### src/rtl/muldiv_pkg.sv
// Shared definitions for the multicycle multiply/divide unit: op encodings,
// FSM state encoding and small op-decoding helpers.
package muldiv_pkg;

  localparam logic [1:0] OP_MULT  = 2'b00;
  localparam logic [1:0] OP_MULTU = 2'b01;
  localparam logic [1:0] OP_DIV   = 2'b10;
  localparam logic [1:0] OP_DIVU  = 2'b11;

  typedef enum logic [2:0] {
    S_IDLE = 3'd0,
    S_MUL  = 3'd1,
    S_DIV  = 3'd2,
    S_FIX  = 3'd3,
    S_DONE = 3'd4
  } state_e;

  function automatic logic op_is_div(input logic [1:0] op);
    return op[1];
  endfunction

  function automatic logic op_is_signed(input logic [1:0] op);
    return ~op[0];
  endfunction

endpackage

### src/rtl/muldiv_sign_fix.sv
// Combinational two's-complement helper: passes the value through or negates it.
// Used both to take operand magnitudes and to restore result signs.
module muldiv_sign_fix #(
  parameter int WIDTH = 32
) (
  input  logic [WIDTH-1:0] value_i,
  input  logic             neg_i,
  output logic [WIDTH-1:0] result_o
);

  localparam logic [WIDTH-1:0] ONE = {{(WIDTH-1){1'b0}}, 1'b1};

  assign result_o = neg_i ? (~value_i + ONE) : value_i;

endmodule

### src/rtl/muldiv_unit.sv
// Multicycle MULT/MULTU/DIV/DIVU unit: sign-magnitude iteration over WIDTH
// cycles, a one-cycle sign fix-up, then results land in HI/LO.
module muldiv_unit
  import muldiv_pkg::*;
#(
  parameter  int WIDTH = 32,
  localparam int CNT_W = $clog2(WIDTH + 1)
) (
  input  logic             clk,
  input  logic             reset,
  input  logic             start,
  input  logic [1:0]       op,
  input  logic [WIDTH-1:0] a,
  input  logic [WIDTH-1:0] b,
  output logic             busy,
  output logic             done,
  output logic [WIDTH-1:0] hi,
  output logic [WIDTH-1:0] lo,
  output logic             div_zero
);

  state_e             state_q, state_d;
  logic [CNT_W-1:0]   cnt_q, cnt_d;
  logic               is_div_q, is_div_d;
  // res_sign: sign of product/quotient; rem_sign: sign of remainder (dividend's).
  logic               res_sign_q, res_sign_d;
  logic               rem_sign_q, rem_sign_d;
  logic [WIDTH-1:0]   operand_q, operand_d;
  logic [WIDTH-1:0]   work_hi_q, work_hi_d;
  logic [WIDTH-1:0]   work_lo_q, work_lo_d;
  logic [WIDTH-1:0]   hi_q, hi_d;
  logic [WIDTH-1:0]   lo_q, lo_d;
  logic               div_zero_q, div_zero_d;

  logic               accept;
  logic               op_signed, op_div, b_zero;
  logic [WIDTH-1:0]   abs_a, abs_b;

  assign accept    = start && ((state_q == S_IDLE) || (state_q == S_DONE));
  assign op_signed = op_is_signed(op);
  assign op_div    = op_is_div(op);
  assign b_zero    = (b == '0);

  muldiv_sign_fix #(.WIDTH(WIDTH)) u_abs_a (
    .value_i  (a),
    .neg_i    (op_signed & a[WIDTH-1]),
    .result_o (abs_a)
  );

  muldiv_sign_fix #(.WIDTH(WIDTH)) u_abs_b (
    .value_i  (b),
    .neg_i    (op_signed & b[WIDTH-1]),
    .result_o (abs_b)
  );

  // Multiply step: low half holds the remaining multiplier bits, upper half
  // accumulates; the carry out of the add shifts into the top of the product.
  logic [WIDTH:0]     mul_sum;
  logic [2*WIDTH-1:0] mul_next;

  assign mul_sum  = {1'b0, work_hi_q} + (work_lo_q[0] ? {1'b0, operand_q} : '0);
  assign mul_next = {mul_sum, work_lo_q[WIDTH-1:1]};

  // Restoring divide step: the partial remainder stays below the divisor, so
  // the (WIDTH+1)-bit difference's MSB is a clean borrow flag.
  logic [WIDTH:0]     div_shift, div_diff;
  logic               div_ge;
  logic [WIDTH-1:0]   div_rem_next, div_quo_next;

  assign div_shift    = {work_hi_q, work_lo_q[WIDTH-1]};
  assign div_diff     = div_shift - {1'b0, operand_q};
  assign div_ge       = ~div_diff[WIDTH];
  assign div_rem_next = div_ge ? div_diff[WIDTH-1:0] : div_shift[WIDTH-1:0];
  assign div_quo_next = {work_lo_q[WIDTH-2:0], div_ge};

  logic [2*WIDTH-1:0] prod_fixed;
  logic [WIDTH-1:0]   quo_fixed, rem_fixed;

  muldiv_sign_fix #(.WIDTH(2*WIDTH)) u_fix_prod (
    .value_i  ({work_hi_q, work_lo_q}),
    .neg_i    (res_sign_q),
    .result_o (prod_fixed)
  );

  muldiv_sign_fix #(.WIDTH(WIDTH)) u_fix_quo (
    .value_i  (work_lo_q),
    .neg_i    (res_sign_q),
    .result_o (quo_fixed)
  );

  muldiv_sign_fix #(.WIDTH(WIDTH)) u_fix_rem (
    .value_i  (work_hi_q),
    .neg_i    (rem_sign_q),
    .result_o (rem_fixed)
  );

  always_comb begin
    // NOTE: every variable gets its hold value first so no path infers a latch.
    state_d    = state_q;
    cnt_d      = cnt_q;
    is_div_d   = is_div_q;
    res_sign_d = res_sign_q;
    rem_sign_d = rem_sign_q;
    operand_d  = operand_q;
    work_hi_d  = work_hi_q;
    work_lo_d  = work_lo_q;
    hi_d       = hi_q;
    lo_d       = lo_q;
    div_zero_d = div_zero_q;

    case (state_q)
      S_IDLE, S_DONE: begin
        state_d = S_IDLE;
        if (accept) begin
          is_div_d   = op_div;
          res_sign_d = op_signed & (a[WIDTH-1] ^ b[WIDTH-1]);
          rem_sign_d = op_signed & a[WIDTH-1];
          div_zero_d = op_div & b_zero;
          cnt_d      = CNT_W'(WIDTH);
          operand_d  = op_div ? abs_b : abs_a;
          work_hi_d  = '0;
          work_lo_d  = op_div ? abs_a : abs_b;
          if (op_div && b_zero) begin
            state_d = S_DONE;
          end else begin
            state_d = op_div ? S_DIV : S_MUL;
          end
        end
      end

      S_MUL: begin
        {work_hi_d, work_lo_d} = mul_next;
        cnt_d = cnt_q - CNT_W'(1);
        if (cnt_q == CNT_W'(1)) state_d = S_FIX;
      end

      S_DIV: begin
        work_hi_d = div_rem_next;
        work_lo_d = div_quo_next;
        cnt_d     = cnt_q - CNT_W'(1);
        if (cnt_q == CNT_W'(1)) state_d = S_FIX;
      end

      S_FIX: begin
        if (is_div_q) begin
          hi_d = rem_fixed;
          lo_d = quo_fixed;
        end else begin
          {hi_d, lo_d} = prod_fixed;
        end
        state_d = S_DONE;
      end

      default: state_d = S_IDLE;
    endcase
  end

  // NOTE: sequential state uses non-blocking assignments so every register
  // samples the pre-edge values regardless of statement order.
  always_ff @(posedge clk) begin
    if (reset) begin
      state_q    <= S_IDLE;
      cnt_q      <= '0;
      is_div_q   <= 1'b0;
      res_sign_q <= 1'b0;
      rem_sign_q <= 1'b0;
      operand_q  <= '0;
      work_hi_q  <= '0;
      work_lo_q  <= '0;
      hi_q       <= '0;
      lo_q       <= '0;
      div_zero_q <= 1'b0;
    end else begin
      state_q    <= state_d;
      cnt_q      <= cnt_d;
      is_div_q   <= is_div_d;
      res_sign_q <= res_sign_d;
      rem_sign_q <= rem_sign_d;
      operand_q  <= operand_d;
      work_hi_q  <= work_hi_d;
      work_lo_q  <= work_lo_d;
      hi_q       <= hi_d;
      lo_q       <= lo_d;
      div_zero_q <= div_zero_d;
    end
  end

  assign busy     = (state_q == S_MUL) || (state_q == S_DIV) || (state_q == S_FIX);
  assign done     = (state_q == S_DONE);
  assign hi       = hi_q;
  assign lo       = lo_q;
  assign div_zero = div_zero_q;

endmodule

### config.mk
export PLATFORM = sky130hd
export DESIGN_NAME = muldiv_unit
export DESIGN_NICKNAME = d
export VERILOG_FILES = /design/src/rtl/muldiv_pkg.sv /design/src/rtl/muldiv_sign_fix.sv /design/src/rtl/muldiv_unit.sv
export SDC_FILE = /design/constraint.sdc
export NUM_CORES = 1
export LEC_CHECK = 0
export CORE_ASPECT_RATIO = 2
export CORE_MARGIN = 1
export CORE_UTILIZATION = 50
export DETAILED_ROUTE_END_ITERATION = 8
export PLACE_DENSITY = 0.81
export REMOVE_ABC_BUFFERS = 1
export SYNTH_ARGS = -nofsm -noshare
export SYNTH_HDL_FRONTEND = slang
export SYNTH_HIERARCHICAL = 1
export SYNTH_SLANG_ARGS = --single-unit
### constraint.sdc
create_clock -name clk -period 3.35 [get_ports clk]
set_input_delay 0.5025 -clock clk [delete_from_list [all_inputs] [get_ports clk]]
set_output_delay 0.5025 -clock clk [all_outputs]
set_load 0.01 [all_outputs]
# Yosys cells after proc, flatten, opt, wreduce, memory -nomap -nowiden
# Index checks and enable logic that the tools add are counted.
totals:
  register_bits: 173
  latchBits: 0
  ram_bits: 0
  rom_bits: 0
  input_bits: 69
  word_cells: 74
  n_memories: 0
classes:
  n_addsub: 8
  multipliers: 0
  div_mod_pow: 0
  order_cmp: 0
  n_eq_ne: 7
  n_shift: 0
  n_mux: 22
  n_bitwise: 12
  reduce_logical: 14
ops:
  columns: ["op", "n"]
  rows:
  - ["two-way mux 32 bit", 12]
  - ["one-hot mux 32 bit (3 select lines)", 2]
  - ["adder 32 x 1 -> 32 bit, second input constant", 4]
  - ["NOT 32 bit", 4]
  - ["adder 64 x 1 -> 64 bit, second input constant", 1]
  - ["two-way mux 64 bit", 1]
  - ["NOT 64 bit", 1]
  - ["adder 32 x 32 -> 33 bit", 1]
  - ["subtractor 33 x 32 -> 33 bit", 1]
  - ["logical NOT 32 bit", 1]
  - ["one-hot mux 6 bit (2 select lines)", 1]
  - ["two-way mux 3 bit", 3]
  - ["one-hot mux 3 bit (3 select lines)", 1]
  - ["equality test 3 x 2 -> 1 bit, second input constant", 2]
  - ["equality test 6 x 1 -> 1 bit, second input constant", 1]
  - ["two-way mux 6 bit", 1]
  - ["AND reduction 2 bit", 3]
  - ["subtractor 6 x 1 -> 6 bit, second input constant", 1]
  - ["bitwise AND 1 bit", 4]
  - ["OR reduction 2 bit", 2]
  - ["equality test 3 x 1 -> 1 bit, second input constant", 1]
  - ["equality test 3 bit, second input constant", 1]
  - ["logical NOT 3 bit", 1]
  - ["logical OR 1 bit", 3]
  - ["8 further kinds", 10]

# Logic depth before layout (Yosys ltp)
# Gate-level depths: netlist of run 1.
depth:
  ltp_word: 6
  mapped_depth: 14
  mapped_depth_nobuf: 13

# Modules after synthesis
# Netlist of run 1, hierarchy kept.
modules_own_cells:
  columns: ["module", "instances", "cells_per_inst", "area_per_inst_um2", "seq_area_each_um2"]
  rows:
  - ["muldiv_unit", 1, 1462, 11871.4, 3463.3]
  - ["muldiv_sign_fix at u_abs_a ...", 4, 99, 777.0, 0.0]
  - ["muldiv_sign_fix at u_fix_prod", 1, 197, 1530.2, 0.0]

# Least setup slack after synthesis of run 1
# Ideal clock, no wire load.
synth_path:
  path_kind: "register to register"
  from: "reg work_lo_q[0]"
  to: "reg work_hi_q[29]"
  setup_ps: 143
  arrival_time_ps: 3225
  slack_ps: -19
  stages_incl_launch_ff: 15
  n_path_buf: 1
  cell_sequence: "dfxtp_1 -> clkbuf_1 -> and2_1 -> ha_1 -> inv_1 -> fa_1 -> nand2b_1 -> a21oi_1 -> a221oi_1 -> o211ai_1 -> a21oi_1 -> or2_1 -> and4_1 -> a2111oi_0 -> a221oi_1"
synth_via:
  elab_chain_cells: 3
synth_rtl:
  columns: ["item", "line", "source"]
  rows:
  - ["start, declared", "muldiv_unit.sv:30", "logic [WIDTH-1:0] work_lo_q, work_lo_d;"]
  - ["start signal, assigned", "muldiv_unit.sv:181", "work_lo_q <= work_lo_d;"]
  - ["two-way mux 32 bit", "muldiv_unit.sv:61", "assign mul_sum = {1'b0, work_hi_q} + (work_lo_q[0] ? {1'b0, operand_q} : '0);"]
  - ["adder 32 x 32 -> 33 bit", "muldiv_unit.sv:61", null]
  - ["one-hot mux 32 bit (3 select lines)", "muldiv_unit.sv:111", "case (state_q)"]
  - ["end signal, assigned", "muldiv_unit.sv:180", "work_hi_q <= work_hi_d;"]
  - ["end, declared", "muldiv_unit.sv:29", "logic [WIDTH-1:0] work_hi_q, work_hi_d;"]
# Every way passes these cells.
# A chain may end at the register's enable or synchronous reset.

# Worst setup path after layout of run 1
layout_path:
  from: "reg operand_q[0]"
  to: "reg work_hi_q[31]"
layout_via:
  elab_chain_cells: 3
  word_cells_on_any_way: 5
  cone_classes: "2 x add/sub; 3 x mux"
layout_rtl:
  columns: ["item", "line", "source"]
  rows:
  - ["start, declared", "muldiv_unit.sv:28", "logic [WIDTH-1:0] operand_q, operand_d;"]
  - ["start signal, assigned", "muldiv_unit.sv:179", "operand_q <= operand_d;"]
  - ["subtractor 33 x 32 -> 33 bit or two-way mux 32 bit (tied branches)", "muldiv_unit.sv:71, muldiv_unit.sv:61", null]
  - ["two-way mux 32 bit or adder 32 x 32 -> 33 bit (tied branches)", "muldiv_unit.sv:73, muldiv_unit.sv:61", null]
  - ["one-hot mux 32 bit (3 select lines) (*)", "muldiv_unit.sv:111", null]
# Every way passes the cells marked *; elsewhere a longest branch is shown, timed or not.

==> results.toml, run 1 <==
[flow_run]
max-cap-violations = 0

[drt]
viasPerCell = 6.284
wl_per_cell_um = 21.93
ant_nets = 0
drt-initial-drc-count = 1257
drt-total-wl_um = 60800
drtPass1Iterations = 5
num_vias = 17420
drc = 0

[timing]
hold_slack_ps = 497.5
fin_ws_ps = -58.53
skew_ps = 10.29
drv_slew = 0
setup_viol = 1
worst_slew_margin_rel_pct = 45.91
min_period_over_period_pct = 101.7
tns_ps = -58.53
period_needed_ps = 3409
fmax_ghz = 0.2934
worstMarginPinSlew_ps = 811.3
rsz0062_at_grt = "true"
hold_violations = 0

[setup_path]
crit_type = "reg2reg"
arrival_ps = 3790
crit_fanout = 3
endpoint_kind = "register"
r2r_start = "operand_q[0]"
required_ps = 3730
cp-startpoint = "operand_q[0]"
cp-start-kind = "register"

[yosys]
synth-edff-count = 0
synthXorXnorAreaFrac_pct = 12.63
netlist_instances = 2055
synth-seq-cells = 173
synth_area_sq_um = 16510
yosys_warnings = 6
syn_area_per_cell_sq_um = 8.034
synth_area_leaders = "dfxtp_1 (21%), xnor2_1 (11%), mux2i_1 (8.1%)"
synth_compound_area_share_pct = 26.09
seq_area_frac_synth_pct = 20.98
netlist.area_leader.share_pct = 20.98
synthSimpleGateAreaFrac_pct = 21.89
yosysUniqueCellTypes = 89
synthArstFlopShare_pct = 0
synth_top_family_by_area = "compound AO/OA/AOI/OAI gates"
synth_mux_area_share_pct = 8.405
yosys_most_used_dff = "dfxtp_1"
yosys.area.top_type = "dfxtp_1"
synthAdderAreaFrac_pct = 5.623

[power_and_ir_drop]
p_sw_share_pct = 51.29
p_switching_mw = 10.99
total_power_mw = 21.43
p_per_area_nw_per_um2 = 1037
pwr-share-seq_pct = 15.8
ir_worst_vdd_v = 0.0006093
comb_power_share_pct = 74.0
p_clk_share_pct = 10.2
p_int_mw = 10.44
p_leak_nw = 7.849

[layout]
area_growth_pct = 25.19
final_cell_count_no_fill = 2772
drive_gt1_share_pct = 17.01
num_antenna_cells = 0
final_cell_mix = "buf_4 (239), xnor2_1 (214), nor2_1 (204)"
final_cell_area_sq_um = 20670
final_nets = 2475
final_common_cell = "buf_4"
final_util_pct = 63.89

[clock_tree]
cts_tree = "built"
clockBufferDepth = 2
root_buffer = "clkbuf_16"
clkTransAtPathRegs_ps = 70
cts_made_buffers = 17
htreeDepth = 4
cts_hold_buf = 0
clk_latency_ps = 470
cts_num_sinks = 173

[floorplan]
core_sq_um = 32350
die_area_sq_um = 33790
start_util_pct = 51.04
rows = 93
die_h_um = 259.0
die_w_um = 130.5
io_pins = 136

[global_routing]
grt-ovfl-total = 0
grt_pass1_vias = 17522
antenna_found_initial = 0
grt_max_degree = 69
grt_pass1_wl_um = 92540
use_met3_pct = 4.905
grt_use_total_pct = 36.03
busiest_layer = "met2"
grt_util_met2_pct = 64.96
met1_usage_pct = 33.91

[placement]
detailed_place_hpwl_um = 47430
portBuffers = 135
place_area_sq_um = 19750
dp.cells = 2728
place.gp.congestion = 1.054
pre_cts_ws_ps = -229.1

[min_path]
min-delay-start = "hi[27]"
worst_hold_path_type = "reg2reg"

[outcome]
violations = "negative setup slack"
status = "finished with violations"
[cell usage after synthesis (7+ instances only)]
library cell and number:
xnor2_1 215, nor2_1 206, dfxtp_1 173, mux2i_1 133, nand2_1 121, a211oi_1 111
a21oi_1 104, clkbuf_1 90, o21ai_0 89, ha_1 71, inv_1 58, nor3_1 58
o31ai_1 51, and2_1 41, a221oi_1 36, nand3_1 33, nand2b_1 31, o41ai_1 30
buf_1 26, or3_1 26, nor4_1 25, a21o_1 23, a22oi_1 23, xor2_1 23
nand4_1 22, o41ai_2 21, o22ai_1 18, nor4_4 16, nor2b_1 13, o211ai_1 12
o21a_1 12, a31oi_1 11, and3_1 8, or2b_1 8, or2_2 7
[critical path, cell delays in order, from the launching register on]
cell and delay [ps]:
dfxtp_2 330, buf_6 100, ha_4 120, inv_2 40, fa_2 390, a211oi_2 190
o21a_1 220, a211oi_4 100, o311a_1 400, o41ai_4 300, nor3_4 80, buf_6 140
nor2_4 230, buf_12 150, or4b_1 420, o211ai_1 90
[final timing paths]
check             slack (ps)       endpoint  cells past startpoint
setup / recovery         -60  work_hi_q[31]                     15
hold / removal           500         hi[27]                      2
setup reg to reg         -60  work_hi_q[31]                     15
hold reg to reg          500         hi[27]                      2
[timing repair]
item | 4_1_cts | 5_1_grt
gates cloned | 0 | 1
pin swaps | 11 | 9
gates resized for setup | 16 | 31
setup buffers | 8 | 5
endpoints found under the setup margin | 13 | 12
[cell type report]
| type | count | area [sq um] |
|---|---|---|
| clock buffer | 18 | 439.2 |
| clock inverter | 13 | 177.7 |
| fill | 2886 | 11680 |
| inverter | 58 | 217.7 |
| multi-input combinational | 1698 | 12490 |
| sequential | 173 | 3471 |
| tap | 427 | 534.3 |
| timing repair buffer | 385 | 3342 |
[cell families after synthesis]
group	count (synthesis)
compound gates	591
xor+xnor	238
fa+ha+maj	73
buf+inv	184
flops	173
mux	138
simple gates	658
[per-layer routing]
metal	vias to the layer above	part of all wire, %	wire [um]
met5	-	0	0
met4	0	10	6211
li1	8228	-	-
met1	8207	33	20310
met3	287	4.7	2833
met2	698	52	31440
[power by group through the flow]
stage	combinational, mW	clock [mW]	sequential [mW]
after CTS	15.1	2.20	3.36
after global placement	14.5	0	3.37
after detailed placement	14.8	0	3.40
final	15.9	2.18	3.39
after global routing	16.9	2.29	3.46
after floorplan	8.99	0	3.79
[sequential cells by signal, summed over array words and instances (netlist names)]
signal	count
cnt_q	6
div_zero	1
hi	32
is_div_q	1
lo	32
operand_q	32
rem_sign_q	1
res_sign_q	1
state_q	3
work_hi_q	32
work_lo_q	32
(Power assumes the default switching activity.)
==> run 2, diff against run 1 <==
Settings changed: CORE_MARGIN 1 to 2.
==> run 2 against run 1 <==
  * The flow now finishes without violations
  * First-iteration DRC count rose by 1.8%
  * Worst setup slack better by 66 ps
  * Worst hold slack got worse by 26 ps
  * Largest cell class unchanged
  * Die area is 2.3% higher
  * Power is 4.2% lower
==> results.toml, run 2 (same netlist as run 1, synthesis figures left out) <==
[outcome]
status = "finished clean"

[setup_path]
cp-startpoint = "operand_q[0]"
crit_fanout = 4
endpoint = "work_hi_q[10]"
cp-start-kind = "register"
endpoint_kind = "register"
arrival_ps = 3680
ff2ff_path_depth = 14
worstReg2RegEnd = "work_hi_q[10]"
crit_type = "reg2reg"
r2r_start = "operand_q[0]"
r2r_slack_ps = 7
required_ps = 3690

[timing]
worstMarginPinSlew_ps = 940.3
period_needed_ps = 3343
fin_ws_ps = 7.051
setup_viol = 0
skew_ps = 12.28
drv_slew = 0
worst_slew_margin_rel_pct = 37.31
rsz0062_at_grt = "true"
hold_slack_ps = 471.3
fmax_ghz = 0.2991
hold_violations = 0
min_period_over_period_pct = 99.79
tns_ps = 0

[clock_tree]
cts_made_buffers = 17
cts_num_sinks = 173
clockBufferDepth = 2
htreeDepth = 4
cts_tree = "built"
root_buffer = "clkbuf_16"
clk_latency_ps = 470
clkTransAtPathRegs_ps = 70

[global_routing]
grt-ovfl-total = 0
grt_max_degree = 106
grt_use_total_pct = 33.15
grt_pass1_vias = 17489
grt_pass1_wl_um = 90990
antenna_found_initial = 0

[drt]
drt-initial-drc-count = 1279
num_vias = 17329
drt-total-wl_um = 58640
wl_per_cell_um = 21.36
drtPass1Iterations = 6
viasPerCell = 6.311
drc = 0
ant_nets = 0

[layout]
num_antenna_cells = 0
fillers = 3007
final_util_pct = 62.32
drive_gt1_share_pct = 15.64
final_common_cell = "xnor2_1"
area_growth_pct = 23.42
final_nets = 2445
final_cell_mix = "xnor2_1 (215), buf_4 (210), nor2_1 (205)"

[placement]
place.gp.congestion = 0.9956
pre_cts_ws_ps = -262.3
portBuffers = 135
detailed_place_hpwl_um = 45620

[min_path]
worst_hold_path_type = "reg2reg"

[power_and_ir_drop]
ir_worst_vdd_v = 0.0005851
p_per_area_nw_per_um2 = 1007
p_leak_nw = 7.689
total_power_mw = 20.53

[floorplan]
rows = 94
die_w_um = 132.5
die_area_sq_um = 34580
io_pins = 136
die_h_um = 261.0
core_sq_um = 32700
start_util_pct = 50.49

[flow_run]
max-cap-violations = 0
## run 2: changes by cell type in the layout (fill, tap and decap cells not counted), sizes merged
cell and delta:
clkinv +3, inv -5, buf -29, bufinv -1
clkbuf +1
## run 2: area by class of cell
cell class / instances / area [sq um] / share of cell area [%]
multi-input combinational: 1698 / 12480 / 61.23
sequential: 173 / 3472 / 17.04
clock inverter: 10 / 117.6 / 0.5772
tap: 432 / 540.5 / 2.653
inverter: 58 / 217.7 / 1.068
clock buffer: 20 / 456.7 / 2.241
timing repair buffer: 355 / 3095 / 15.19
## run 2: metrics by stage
stage,cells,area (sq um)
finish,2746,20380
global route,2746,20380
CTS,2742,20230
detailed placement,2710,19600
global placement,2710,19600
floorplan,1929,16000
## run 2: worst min-delay path by stage
stage / slack [ps] / cells after the start / end / start
after floorplan: 470 / 2 / div_zero / div_zero
after global placement: 440 / 2 / rem_sign_q / rem_sign_q
after detailed placement: 460 / 2 / rem_sign_q / rem_sign_q
after CTS: 470 / 3 / is_div_q / op[1]
after global routing: 490 / 3 / is_div_q / op[1]
final: 470 / 2 / rem_sign_q / rem_sign_q
## run 2: repair_timing
item | CTS | global route
setup buffers | 2 | 5
hold buffers | 0 | 0
resized for setup | 12 | 27
cloned | 0 | 0
setup endpoints to repair | 31 | 25
pin swaps | 9 | 15
## run 2: metal layers
layer / track usage (%) / wire length (um)
met1: 31.17 / 19720
met2: 63.92 / 30950
met3: 4.123 / 2754
met4: 26.19 / 5220
met5: 0 / 0
## run 2: power breakdown
group	internal, mW	switching [mW]	leakage, nW
sequential	2.64	0.748	1.42
clock	1.13	0.912	0.282
combinational	6.23	8.87	5.99
## run 2: critical path: stages (launching register included)
cell and delay, ps:
dfxtp_2 330, buf_6 100, ha_4 130, inv_2 40, fa_2 350, a211oi_2 230, o21a_2 210, a211oi_4 90
o311a_1 370, o41ai_4 450, nor3_4 100, buf_6 150, mux2_4 290, a222oi_1 290, nor2_1 80
==> run 3, diff against run 2 <==
Settings changed: REMOVE_ABC_BUFFERS 1 to default, SKIP_CTS_REPAIR_TIMING from default to 1.
==> run 3 against run 2 <==
  * Via count is 0.38% higher
  * Routed wire length grew 0.59%
  * Design area shrank 1.2%
  * Clock skew down 5.0 ps
  * Power down 0.39%
  * Global-route usage fell by 0.15 points
==> results.toml, run 3 (same netlist as run 1, synthesis figures left out) <==
[outcome]
status = "finished clean"

[floorplan]
rows = 94
io_pins = 136
start_util_pct = 50.49
die_area_sq_um = 34580
die_w_um = 132.5
die_h_um = 261.0
core_sq_um = 32700

[timing]
hold_violations = 0
tns_ps = 0
skew_ps = 7.284
worst_slew_margin_rel_pct = 43.92
drv_slew = 0
min_period_over_period_pct = 98.68
period_needed_ps = 3306
worstMarginPinSlew_ps = 840.4
setup_viol = 0
fmax_ghz = 0.3025

[global_routing]
grt_use_total_pct = 33.00
antenna_found_initial = 1
use_met3_pct = 4.472
grt_util_met2_pct = 61.14
busiest_layer = "met2"
grt_max_degree = 78
met1_usage_pct = 31.20
grt-ovfl-total = 0
grt_pass1_vias = 17334
grt_pass1_wl_um = 90600

[clock_tree]
htreeDepth = 4
root_buffer = "clkbuf_16"
clk_latency_ps = 450
cts_tree = "built"
cts_made_buffers = 17
clockBufferDepth = 2
clkTransAtPathRegs_ps = 70
cts_num_sinks = 173

[power_and_ir_drop]
ir_worst_vdd_v = 0.0006035
p_per_area_nw_per_um2 = 1016
total_power_mw = 20.45
p_leak_nw = 7.555

[drt]
num_vias = 17395
drt-initial-drc-count = 1416
viasPerCell = 6.369
drtPass1Iterations = 6
wl_per_cell_um = 21.60
drt-total-wl_um = 58990
drc = 0
ant_nets = 0

[placement]
portBuffers = 135
place.gp.congestion = 1.038
dp.cells = 2697
detailed_place_hpwl_um = 45330

[layout]
fillers = 2917
area_growth_pct = 21.89
drive_gt1_share_pct = 14.58
final_common_cell = "xnor2_1"
final_cell_count_no_fill = 2731
final_nets = 2427
final_cell_mix = "xnor2_1 (215), nor2_1 (205), buf_4 (198)"

[min_path]
hold_depth = 2
worst_hold_path_type = "reg2reg"

[setup_path]
crit_fanout = 7
cp-start-kind = "register"
arrival_ps = 3670
crit_type = "reg2reg"
required_ps = 3720
ff2ff_path_depth = 14
endpoint_kind = "register"

[flow_run]
max-cap-violations = 0

[yosys]
synth_nets = 2197
## run 3: changes by cell type in the layout (fill, tap and decap cells not counted), sizes merged
cell	previous run	this run
diode	0	1
buf	222	204
bufinv	2	1
inv	59	63
clkinvlp	1	0
## run 3: metrics by stage
| stage | setup WS, ps | hold WS [ps] | utilization (%) | area (sq um) |
|---|---|---|---|---|
| finish | 44.15 | 501.8 | 61.55 | 20120 |
| global route | -100.2 | 524.8 | 61.54 | 20120 |
| CTS | -149.7 | 504.4 | 61.29 | 20040 |
| detailed placement | -94.85 | 494.8 | 59.52 | 19460 |
| global placement | -90.18 | 492.2 | 59.52 | 19460 |
| floorplan | 72.72 | 480.3 | - | 16510 |
## run 3: routing by layer
layer	vias up	part of all wire (%)
met2	801	52
met3	303	5.1
met5	-	0
met4	0	9.9
li1	8133	-
met1	8158	33
## run 3: layout make-up
cell class	count	area, sq um	area share, %
repair buffers	337	2915	14.49
inverters	58	217.7	1.082
clock buffers	20	446.7	2.220
clock inverters	12	131.4	0.6529
flip-flops and latches	173	3470	17.24
diodes	1	2.502	0.01244
well taps	432	540.5	2.686
multi-input cells	1698	12400	61.62
## run 3: worst paths after layout
path	start	to	slack, ps
max reg2reg	work_lo_q[0]	work_hi_q[30]	40
max	work_lo_q[0]	work_hi_q[30]	40
min reg2reg	lo[4]	lo[4]	500
min	lo[4]	lo[4]	500
## run 3: report_power, final
group	switching (mW)	internal (mW)	leakage [nW]
Clock	0.923	1.07	0.286
Combinational	9.10	6.13	5.85
Sequential	0.585	2.63	1.42
Total	10.6	9.83	7.55
## run 3: critical path: stages (launching register included)
cell,delay [ps]
dfxtp_2,330
buf_4,150
and2_1,160
ha_1,350
o211ai_1,130
o211ai_1,350
a31o_2,260
a31oi_1,90
buf_4,160
o221a_2,280
buf_4,170
o31ai_2,300
xor2_1,210
a22oi_1,90
a31oi_1,200
